==> src/rtl/irq_timer.sv <==
// Memory-mapped 16-bit down-counter with prescaler, auto-reload and
// an active-low interrupt line; four byte-wide registers on an 8-bit bus.
module irq_timer #(
    parameter logic [15:0] BASE_ADDR = 16'h8000,
    parameter int          PRESCALE  = 1
) (
    input  logic        clk,
    input  logic        RST,
    input  logic [15:0] A_BUS,
    input  logic [7:0]  D_IN,
    input  logic        RW,
    output logic [7:0]  D_OUT,
    output logic        D_OE,
    output logic        nIRQ
);

    localparam int PW = (PRESCALE > 1) ? $clog2(PRESCALE) : 1;
    localparam logic [PW-1:0] PS_LAST = PW'(PRESCALE - 1);

    logic [15:0]   latch;
    logic [15:0]   count;
    logic [PW-1:0] pre;
    logic          en;
    logic          free;
    logic          ie;
    logic          uf;

    logic       sel;
    logic [1:0] idx;
    logic       wr;
    logic       latl_wr;
    logic       lath_wr;
    logic       ctrl_wr;
    logic       stat_wr;
    logic       tick;
    logic       stop;
    logic       step;
    logic       under;
    logic [7:0] rdata;

    assign sel     = (A_BUS[15:2] == BASE_ADDR[15:2]);
    assign idx     = A_BUS[1:0];
    assign wr      = sel & ~RW;
    assign latl_wr = wr & (idx == 2'd0);
    assign lath_wr = wr & (idx == 2'd1);
    assign ctrl_wr = wr & (idx == 2'd2);
    assign stat_wr = wr & (idx == 2'd3);

    // A LATH load or an explicit stop swallows the tick of the same cycle.
    assign tick  = en & (pre == PS_LAST);
    assign stop  = ctrl_wr & ~D_IN[0];
    assign step  = tick & ~lath_wr & ~stop;
    assign under = step & (count == 16'h0000);

    always_ff @(posedge clk or posedge RST) begin
        if (RST) begin
            latch <= '0;
            count <= '0;
            pre   <= '0;
            en    <= 1'b0;
            free  <= 1'b0;
            ie    <= 1'b0;
            uf    <= 1'b0;
        end else begin
            if (latl_wr)
                latch[7:0] <= D_IN;
            if (lath_wr)
                latch[15:8] <= D_IN;

            if (lath_wr || !en || stop || tick)
                pre <= '0;
            else
                pre <= pre + 1'b1;

            if (lath_wr)
                count <= {D_IN, latch[7:0]};
            else if (step && count != 16'h0000)
                count <= count - 1'b1;
            else if (under)
                count <= free ? latch : 16'h0000;

            if (lath_wr)
                en <= 1'b1;
            else if (ctrl_wr)
                en <= D_IN[0];
            else if (under && !free)
                en <= 1'b0;

            if (ctrl_wr) begin
                free <= D_IN[1];
                ie   <= D_IN[2];
            end

            // Underflow wins over a same-cycle clear so no event is lost.
            if (under)
                uf <= 1'b1;
            else if (stat_wr && D_IN[0])
                uf <= 1'b0;
        end
    end

    always_comb begin
        rdata = 8'h00;
        unique case (idx)
            2'd0: rdata = count[7:0];
            2'd1: rdata = count[15:8];
            2'd2: rdata = {5'b0, ie, free, en};
            2'd3: rdata = {7'b0, uf};
        endcase
    end

    assign D_OE  = sel & RW;
    assign D_OUT = D_OE ? rdata : 8'h00;
    assign nIRQ  = ~(uf & ie);

endmodule

==> config.mk <==
export PLATFORM = sky130hd
export DESIGN_NAME = irq_timer
export DESIGN_NICKNAME = d
export VERILOG_FILES = /design/src/rtl/irq_timer.sv
export SDC_FILE = /design/constraint.sdc
export NUM_CORES = 1
export LEC_CHECK = 0
export CAP_MARGIN = 20
export CORE_MARGIN = 5
export CORE_UTILIZATION = 53
export DETAILED_ROUTE_END_ITERATION = 10
export GPL_TIMING_DRIVEN = 0
export PLACE_DENSITY = 0.79
export SETUP_SLACK_MARGIN = 0.15
export SYNTH_ARGS = -nofsm -noshare
export SYNTH_HDL_FRONTEND = slang
export SYNTH_SLANG_ARGS = --single-unit
==> constraint.sdc <==
create_clock -name clk -period 5.1 [get_ports clk]
set_clock_uncertainty 0.1 [all_clocks]
set_input_delay 0.765 -clock clk [delete_from_list [all_inputs] [get_ports clk]]
set_output_delay 0.765 -clock clk [all_outputs]
set_load 0.005 [all_outputs]
# Word-level counts from Yosys, hierarchy flattened

Index checks and enable logic that the tools add are counted.

Output and inout bits: 10
Logic and storage cells: 58
Register bits: 37
Bits in writable memories: 0
ROM bits: 0
Latch bits: 0
Bits of input ports: 27
Memories: 0

Multiply operators: 0
Div/mod/pow operators: 0
Add/subtract/negate cells: 2
Equality and inequality tests: 4
Bitwise operators: 18
Shifts and indexed selects: 0
Reductions and logical operators: 14
$lt $le $gt $ge: 0
Multiplexer cells: 12

Operator list:

| kind                                                                  | number |
|---|---|
| 16-bit 2-to-1 mux                                                     | 4 |
| 8-bit one-hot mux with 4 select lines                                 | 1 |
| 16-bit logical NOT                                                    | 1 |
| 16-bit nonzero test                                                   | 1 |
| 16-bit by 1-bit subtractor with 16-bit output, second input constant  | 1 |
| 14-bit equality test, second input constant                           | 1 |
| 1-bit AND                                                             | 12 |
| 8-bit 2-to-1 mux                                                      | 1 |
| 1-bit 2-to-1 mux                                                      | 6 |
| 1-bit NOT                                                             | 6 |
| 3-bit nonzero test                                                    | 2 |
| 2-bit equality test, second input constant                            | 2 |
| 1-bit logical AND                                                     | 3 |
| 1-bit logical OR                                                      | 3 |
| 2-bit by 1-bit equality test with 1-bit output, second input constant | 1 |
| 1-bit logical NOT                                                     | 2 |
| 2-bit logical NOT                                                     | 1 |
| 2-bit nonzero test                                                    | 1 |
| 1-bit adder, second input constant                                    | 1 |

# Longest topological paths before layout

Gate-level depths: netlist of run 1.

Depth in word-level cells: 11
Gate-level depth with buffers: 7
Mapped depth without buffers: 7

# Least setup slack after synthesis of run 1

No wires, ideal clock.

Path type: input to output
Start: input port A_BUS[0]
End: output port D_OUT[0]
Stages: 3
Required time: 4.235 ns
Buffers on the path: 1
Arrival: 1.858 ns
Path slack: 2.377 ns
Path through: buf_1 mux4_2 nor2b_1

Word-level cells in the longest chain between the ends: 3
Elaborated cells between the ends (all ways): 6
Those cells by class: eq/ne (3); mux (2); reduce/logical (1)

Ends and longest elaborated chain:

| what                                              | RTL line | RTL |
|---|---|---|
| from (decl)                                       | 9        | `input logic [15:0] A_BUS,` |
| 2-bit equality test, or another cell as far along | 104      | `unique case (idx)` |
| 8-bit one-hot mux with 4 select lines *           | 104      |  |
| 8-bit 2-to-1 mux *                                | 113      | `assign D_OUT = D_OE ? rdata : 8'h00;` |
| to (decl)                                         | 12       | `output logic [7:0] D_OUT,` |

Mark *: on every way between the ends. The rest lies on a longest branch, timed or not.

# Worst setup path after layout of run 1

Start: input port A_BUS[11]
End: output port D_OUT[3]

Word-level cells in the longest chain between the ends: 3

Ends and longest elaborated chain:

| what                 | RTL line | RTL |
|---|---|---|
| 14-bit equality test | 41       | `assign sel = (A_BUS[15:2] == BASE_ADDR[15:2]);` |
| 1-bit AND            | 112      | `assign D_OE = sel & RW;` |
| 8-bit 2-to-1 mux     | 113      |  |

No other way between the ends.

==> impl_results.md, run 1 <==
* Outcome: complete, no violations
* Share of the yosys chip area belonging to registers at 0.403
* CP max stage delay at 0.52 ns
* Arrival time at the worst endpoint at 2.98 ns
* Total iterations of the first detailed-routing run at 5
* Post-layout minimum cycle time at 3.85 ns
* Drt drc at 0
* Maxcap violations at 0
* Worst hold path type: flop to flop
* Fmax achieved at 260 MHz
* Max-slew violations at 0
* Die ar. at 5760 sq um
* Initial DRC count at 146
* Vias per cell at 6.06
* Total nets after synthesis at 258
* Maximum vdd drop at 0.000163 V
* Cts repair resizes at 0
* Ant. Diodes at 0
* Slew HR at 0.271
* GRT Util Overall at 0.232
* # rows at 24
* CTS Buf Count at 5
* Post-route ant nets at 0
* Worst path slowest cell: clkdlybuf4s50_1
* CTS tree: done
* Filler cells at 349
* Initial Util at 0.536
* CTS H-Tree Depth at 2
* Worst slack at placement at 1.22 ns
* Final instance area at 2800 sq um
* Cell variety after synth at 54
* EDFF count, synth at 0
* Mapped Cells at 229
* DR WL/cell at 18.2 um
* Fin Hold WS at 0.377 ns
* Area Growth Syn to Fin at 21.8%
* Remaining Overflow, GRT at 0
* Vias in the first global route at 2030
* Most frequent CP cell: clkdlybuf4s50_1
* WS Path Type: input pin to output pin
* Clock sinks at 37
* Critical path capture point type: output pin
* Buffer count from post-CTS setup fixing at 0
* Cell Area, Placed at 2720 sq um
* Pwr dens at 191 nW/um^2
* Final Wtd Congestion at 0.906
* Post-layout util at 0.652
* Setup tns final at 0 ns
* RSZ-0062 raised after global routing: no
* Critical path, cell by cell: clkdlybuf4s50_1 -> nor4b_1 -> nand4_1 -> or3_1 -> nor2_1 -> clkdlybuf4s50_1
* Placeable Area at 4290 sq um
* CTS Hold Bufs at 0
* Setup crit start kind: input pin
* Largest net degree at the start of global routing at 38
* Critical Path Fanout Max at 5
* Synthesized flop and latch total at 37
* Post-route setup slack at 1.25 ns
* Final wirelength at 5870 um
* Fin crit share at 0.755
* Input/output buffers at 35
* Share of cells above drive strength 1 at 0.140
* Syn avg cell area at 10.0 sq um
* Vias at 1957
* Chip width at 75.9 um
* Netlist Area Pre-Place at 2300 sq um
* Initial antenna violation count at 0
* Cells after DPL at 316
* Largest delay share family, worst path: simple AND/OR/NAND/NOR gates
* Asr flop ratio synth at 1.00
* Fin. Hold Viols at 0
* Root Buffer: clkbuf_8
* WP data required at 4.24 ns
* Nets at 300
* Clock buffer depth at 2
* Worst Tran Pin Value at 1.08 ns
* Synth Flop Type: dfrtp_1
* First-pass GRT wire length at 9910 um
* Die span in y at 75.9 um
* CP bufs+invs at 2
* Tot Pwr at 0.535 mW
* Endpoints failing setup at 0
* Layout Cells excl Fill at 323
* Leakage at 1.38 nW
* Worst-Skew Late Latency at 0.28 ns
* Detail Placement HPWL at 4280 um
* Yosys warns at 0
* # IOs at 37
* Clock-pin slew on the worst setup and hold paths at 0.07 ns
metal layers:
metal,GRT usage,part of all wire,vias up
met4,0.0913,0.016,0
met1,0.313,0.44,962
met2,0.367,0.48,51
met3,0.0422,0.060,10
met5,0,0,-
li1,-,-,934
cell families after synthesis:
family	synth area share
and+or+nand+nor	0.218
xor gates and xnor gates	0.0419
other	0.00163
AOI/OAI and AO/OA	0.172
DFF	0.403
adders and majority gates	0.0109
muxes	0.112
buffers and inverters	0.0419
worst register-to-register path, cell delays in order, from the launching register on:
cell and delay (ns):
dfrtp_1 0.36, buf_2 0.17, nor4_1 0.92, nand2_1 0.19, o21ai_0 0.20, o31ai_1 0.09, a221o_1 0.34
cells in the final DEF (no fill, tap or decap), types with 6 or more instances in the layout:
cell type,n
a21oi_1,8
a221o_1,14
mux2i_1,11
nor2_1,17
a21o_1,8
xor2_1,8
mux2_2,11
clkbuf_8,6
dfrtp_1,37
clkbuf_1,6
clkdlybuf4s50_1,35
nand2_1,20
and2_1,8
sequential cells by signal, indices dropped and copies added (netlist names):
signal,cells
uf,1
ie,1
count,16
en,1
free,1
pre,1
latch,16
layout make-up:
cell class              instances  area [sq um]  share of cell area
flip-flops and latches         37           926               0.331
repair buffers                 35           350               0.125
multi-input cells             173          1280               0.456
plain buffers                  14          77.6              0.0277
well taps                      52          65.1              0.0232
inverters                       5          18.8             0.00670
clock buffers                   7          86.3              0.0308
worst paths after layout:
kind,cells after the start,startpoint,slack (ns),end
worst max-delay path,6,A_BUS[11],1.25,D_OUT[3]
min in group asynchronous,2,RST,0.84,latch[7]$_DFFE_PP0P_
worst min-delay path,1,latch[12]$_DFFE_PP0P_,0.38,latch[12]$_DFFE_PP0P_
max in group asynchronous,2,RST,3.57,en$_DFFE_PP0P_
worst max register to register,6,count[2]$_DFFE_PP0P_,2.61,count[15]$_DFFE_PP0P_
worst min register to register,1,latch[12]$_DFFE_PP0P_,0.38,latch[12]$_DFFE_PP0P_
cell usage after synthesis, drive strengths merged (4+ instances only):
| cell | n | area, sq um |
|---|---|---|
| dfrtp | 37 | 926 |
| nand2 | 20 | 75.1 |
| nor2 | 19 | 90.1 |
| a221o | 16 | 163 |
| mux2 | 11 | 124 |
| mux2i | 11 | 110 |
| a21o | 8 | 60.1 |
| a21oi | 8 | 40.0 |
| and2 | 8 | 50.1 |
| buf | 8 | 53.8 |
| xor2 | 8 | 70.1 |
| clkbuf | 6 | 23.8 |
| nor3 | 6 | 35.0 |
| o21ai | 6 | 30.0 |
| a211oi | 5 | 37.5 |
| inv | 5 | 18.8 |
| nor4 | 5 | 52.6 |
| nand3 | 4 | 20.0 |
report_power, final:
| part | leakage, nW | internal, mW | switching [mW] | total [mW] |
|---|---|---|---|---|
| clock network | 0.0443 | 0.107 | 0.0977 | 0.205 |
| registers | 0.515 | 0.294 | 0.000268 | 0.294 |
| logic | 0.819 | 0.0208 | 0.0154 | 0.0361 |
Note: power is estimated with default switching activity, not from simulation.
==> run 2: changes to the inputs <==
- CORE_UTILIZATION: 53 -> 48
- PLACE_DENSITY: 0.79 -> 0.76
- clock period: 5.1 -> 3.3 ns (I/O delays scaled with it)
==> run 2 against run 1 <==
Global-route usage is 2.7 points lower; combinational power is 69% higher; die area is 9.0% higher; sequential power is 55% higher; worst setup slack worse by 1.1 ns; hold slack better by 0.0074 ns; core utilization is 3.9 points lower; cell count is 1.5% higher; routed wire length is 2.8% higher; register-to-register slack worse by 1.8 ns; largest cell class unchanged.
==> impl_results.md, run 2 (synthesized netlist as in run 1, its figures left out) <==
* Worst Tran Pin Value at 0.957 ns (-0.126 ns)
* Clock buffer depth at 2 (unchanged)
* Worst-Skew Late Latency at 0.29 ns (about the same)
* Input/output buffers at 35 (unchanged)
* Remaining Overflow, GRT at 0 (unchanged)
* DR WL/cell at 18.4 um (+1.2%)
* Filler cells at 382 (+9.5%)
* Post-route ant nets at 0 (unchanged)
* Vias at 2004 (+2.4%)
* Cell Area, Placed at 2720 sq um (about the same)
* Fin crit share at 0.947
* WS Path Type: input pin to output pin
* Maximum vdd drop at 0.000201 V (+23%)
* Fin. Hold Viols at 0 (unchanged)
* First-pass GRT wire length at 9830 um (-0.84%)
* Commonest non-fill, non-tap cells in the layout: dfrtp_1, clkdlybuf4s50_1, nand2_1
* Critical path capture point type: output pin
* Setup crit start kind: input pin
* Outcome: complete, no violations
* Maxcap violations at 0 (unchanged)
* RSZ-0062 raised after global routing: yes
* # IOs at 37 (unchanged)
* Regs by FF count: count: 16 flops, latch: 16 flops
* Vias per cell at 6.11 (+0.84%)
* GRT Util Overall at 0.205 (-0.0270)
* Max-slew violations at 0 (unchanged)
* CTS tree: done
* Met1 usage at 0.282 (-0.0310)
* Ant. Diodes at 0 (unchanged)
* Nets at 303 (+1.0%)
* WP data required at 2.70 ns (-1.54 ns)
* M3 GR Usage at 0.0420 (-0.000266)
* Root Buffer: clkbuf_8
* Share of cells above drive strength 1 at 0.168 (+0.0277)
* Layout Cells excl Fill at 328 (+1.5%)
* Vias in the first global route at 1930 (-4.9%)
* Chip width at 79.2 um (+4.4%)
* Final wirelength at 6040 um (+2.8%)
* Final Wtd Congestion at 0.827 (-8.8%)
* Critical Path Fanout Max at 4 (-1)
* Fmax achieved at 320 MHz
* Post-layout minimum cycle time at 3.13 ns
* Die ar. at 6280 sq um (+9.0%)
* GR peak layer: met2
* Area Growth Syn to Fin at 25.2%
* Total iterations of the first detailed-routing run at 4 (-1)
* Initial antenna violation count at 0 (unchanged)
* Worst hold path type: flop to flop
* Clock sinks at 37 (unchanged)
* Initial Util at 0.490 (-0.0454)
* Slew HR at 0.356 (+0.0849)
* Post-layout util at 0.614 (-0.0388)
* Die span in y at 79.2 um (+4.4%)
* Leakage at 1.48 nW (+7.4%)
* Placeable Area at 4690 sq um (+9.3%)
* # rows at 25 (+4.2%)
* Initial DRC count at 183 (+25%)
* CTS H-Tree Depth at 2 (unchanged)
* GR Util met2 at 0.310 (-0.0572)
* Endpoints failing setup at 0 (unchanged)
* Cells after DPL at 318 (+0.63%)
* Clock-pin slew on the worst setup and hold paths at 0.06 ns (about the same)
* Final instance area at 2880 sq um (+2.8%)
* Pwr dens at 292 nW/um^2 (+53%)
* Arrival time at the worst endpoint at 2.53 ns (-0.45 ns)
* Setup tns final at 0 ns (unchanged)
* Drt drc at 0 (unchanged)
* Detail Placement HPWL at 4200 um (-1.9%)
* CTS Buf Count at 5 (unchanged)
* Commonest non-fill, non-tap cell in the layout: dfrtp_1
* Largest net degree at the start of global routing at 38 (unchanged)
-- run 2: layout make-up --
| cell class | count | area (sq um) | share of cell area |
|---|---|---|---|
| Sequential cell | 37 | 926 | 0.322 |
| Clock buffer | 7 | 86.3 | 0.0300 |
| Tap cell | 54 | 67.6 | 0.0235 |
| Inverter | 5 | 18.8 | 0.00652 |
| Timing Repair Buffer | 38 | 383 | 0.133 |
| Buffer | 14 | 78.8 | 0.0274 |
| Multi-Input combinational cell | 173 | 1320 | 0.458 |
-- run 2: worst paths after layout --
path | endpoint | slack, ns | from | cells past startpoint
max | D_OUT[3] | 0.17 | A_BUS[11] | 6
min | latch[8]$_DFFE_PP0P_ | 0.38 | latch[8]$_DFFE_PP0P_ | 1
max reg2reg | count[12]$_DFFE_PP0P_ | 0.81 | count[0]$_DFFE_PP0P_ | 7
min reg2reg | latch[8]$_DFFE_PP0P_ | 0.38 | latch[8]$_DFFE_PP0P_ | 1
max in group asynchronous | latch[9]$_DFFE_PP0P_ | 2.04 | RST | 2
min in group asynchronous | latch[6]$_DFFE_PP0P_ | 0.56 | RST | 2
-- run 2: timing repair --
item	4_1_cts	5_1_grt
endpoints found under the hold margin	0	0
setup endpoints to repair	6	9
gates resized for setup	3	8
hold buffers	0	0
pin swaps	1	1
setup buffers	0	3
-- run 2: routing by layer --
layer / wire length (um) / part of all wire
met2: 2850 / 0.47
met1: 2720 / 0.45
met3: 331 / 0.055
met4: 131 / 0.022
met5: 0 / 0
-- run 2: critical path: stages --
cell and delay [ns]:
clkdlybuf4s50_1 0.44, nor4b_4 0.31, nand4_1 0.21, or3_4 0.41, nor2_1 0.15, clkdlybuf4s50_1 0.52
-- run 2: report_power, final --
part / internal, mW / leakage [nW] / switching, mW / total [mW]
clock: 0.166 / 0.0443 / 0.160 / 0.325
sequential: 0.454 / 0.515 / 0.000398 / 0.455
combinational: 0.0337 / 0.921 / 0.0272 / 0.0609
total: 0.654 / 1.48 / 0.187 / 0.841
-- run 2: stage by stage --
stage / worst slack (ns) / hold WS [ns] / power, mW
global route: 0.112 / 0.396 / 0.873
global placement: -0.0334 / 0.360 / 0.519
floorplan: 1.12 / 0.350 / 0.482
detailed placement: -0.00217 / 0.368 / 0.520
CTS: 0.126 / 0.383 / 0.841
finish: 0.174 / 0.384 / 0.841
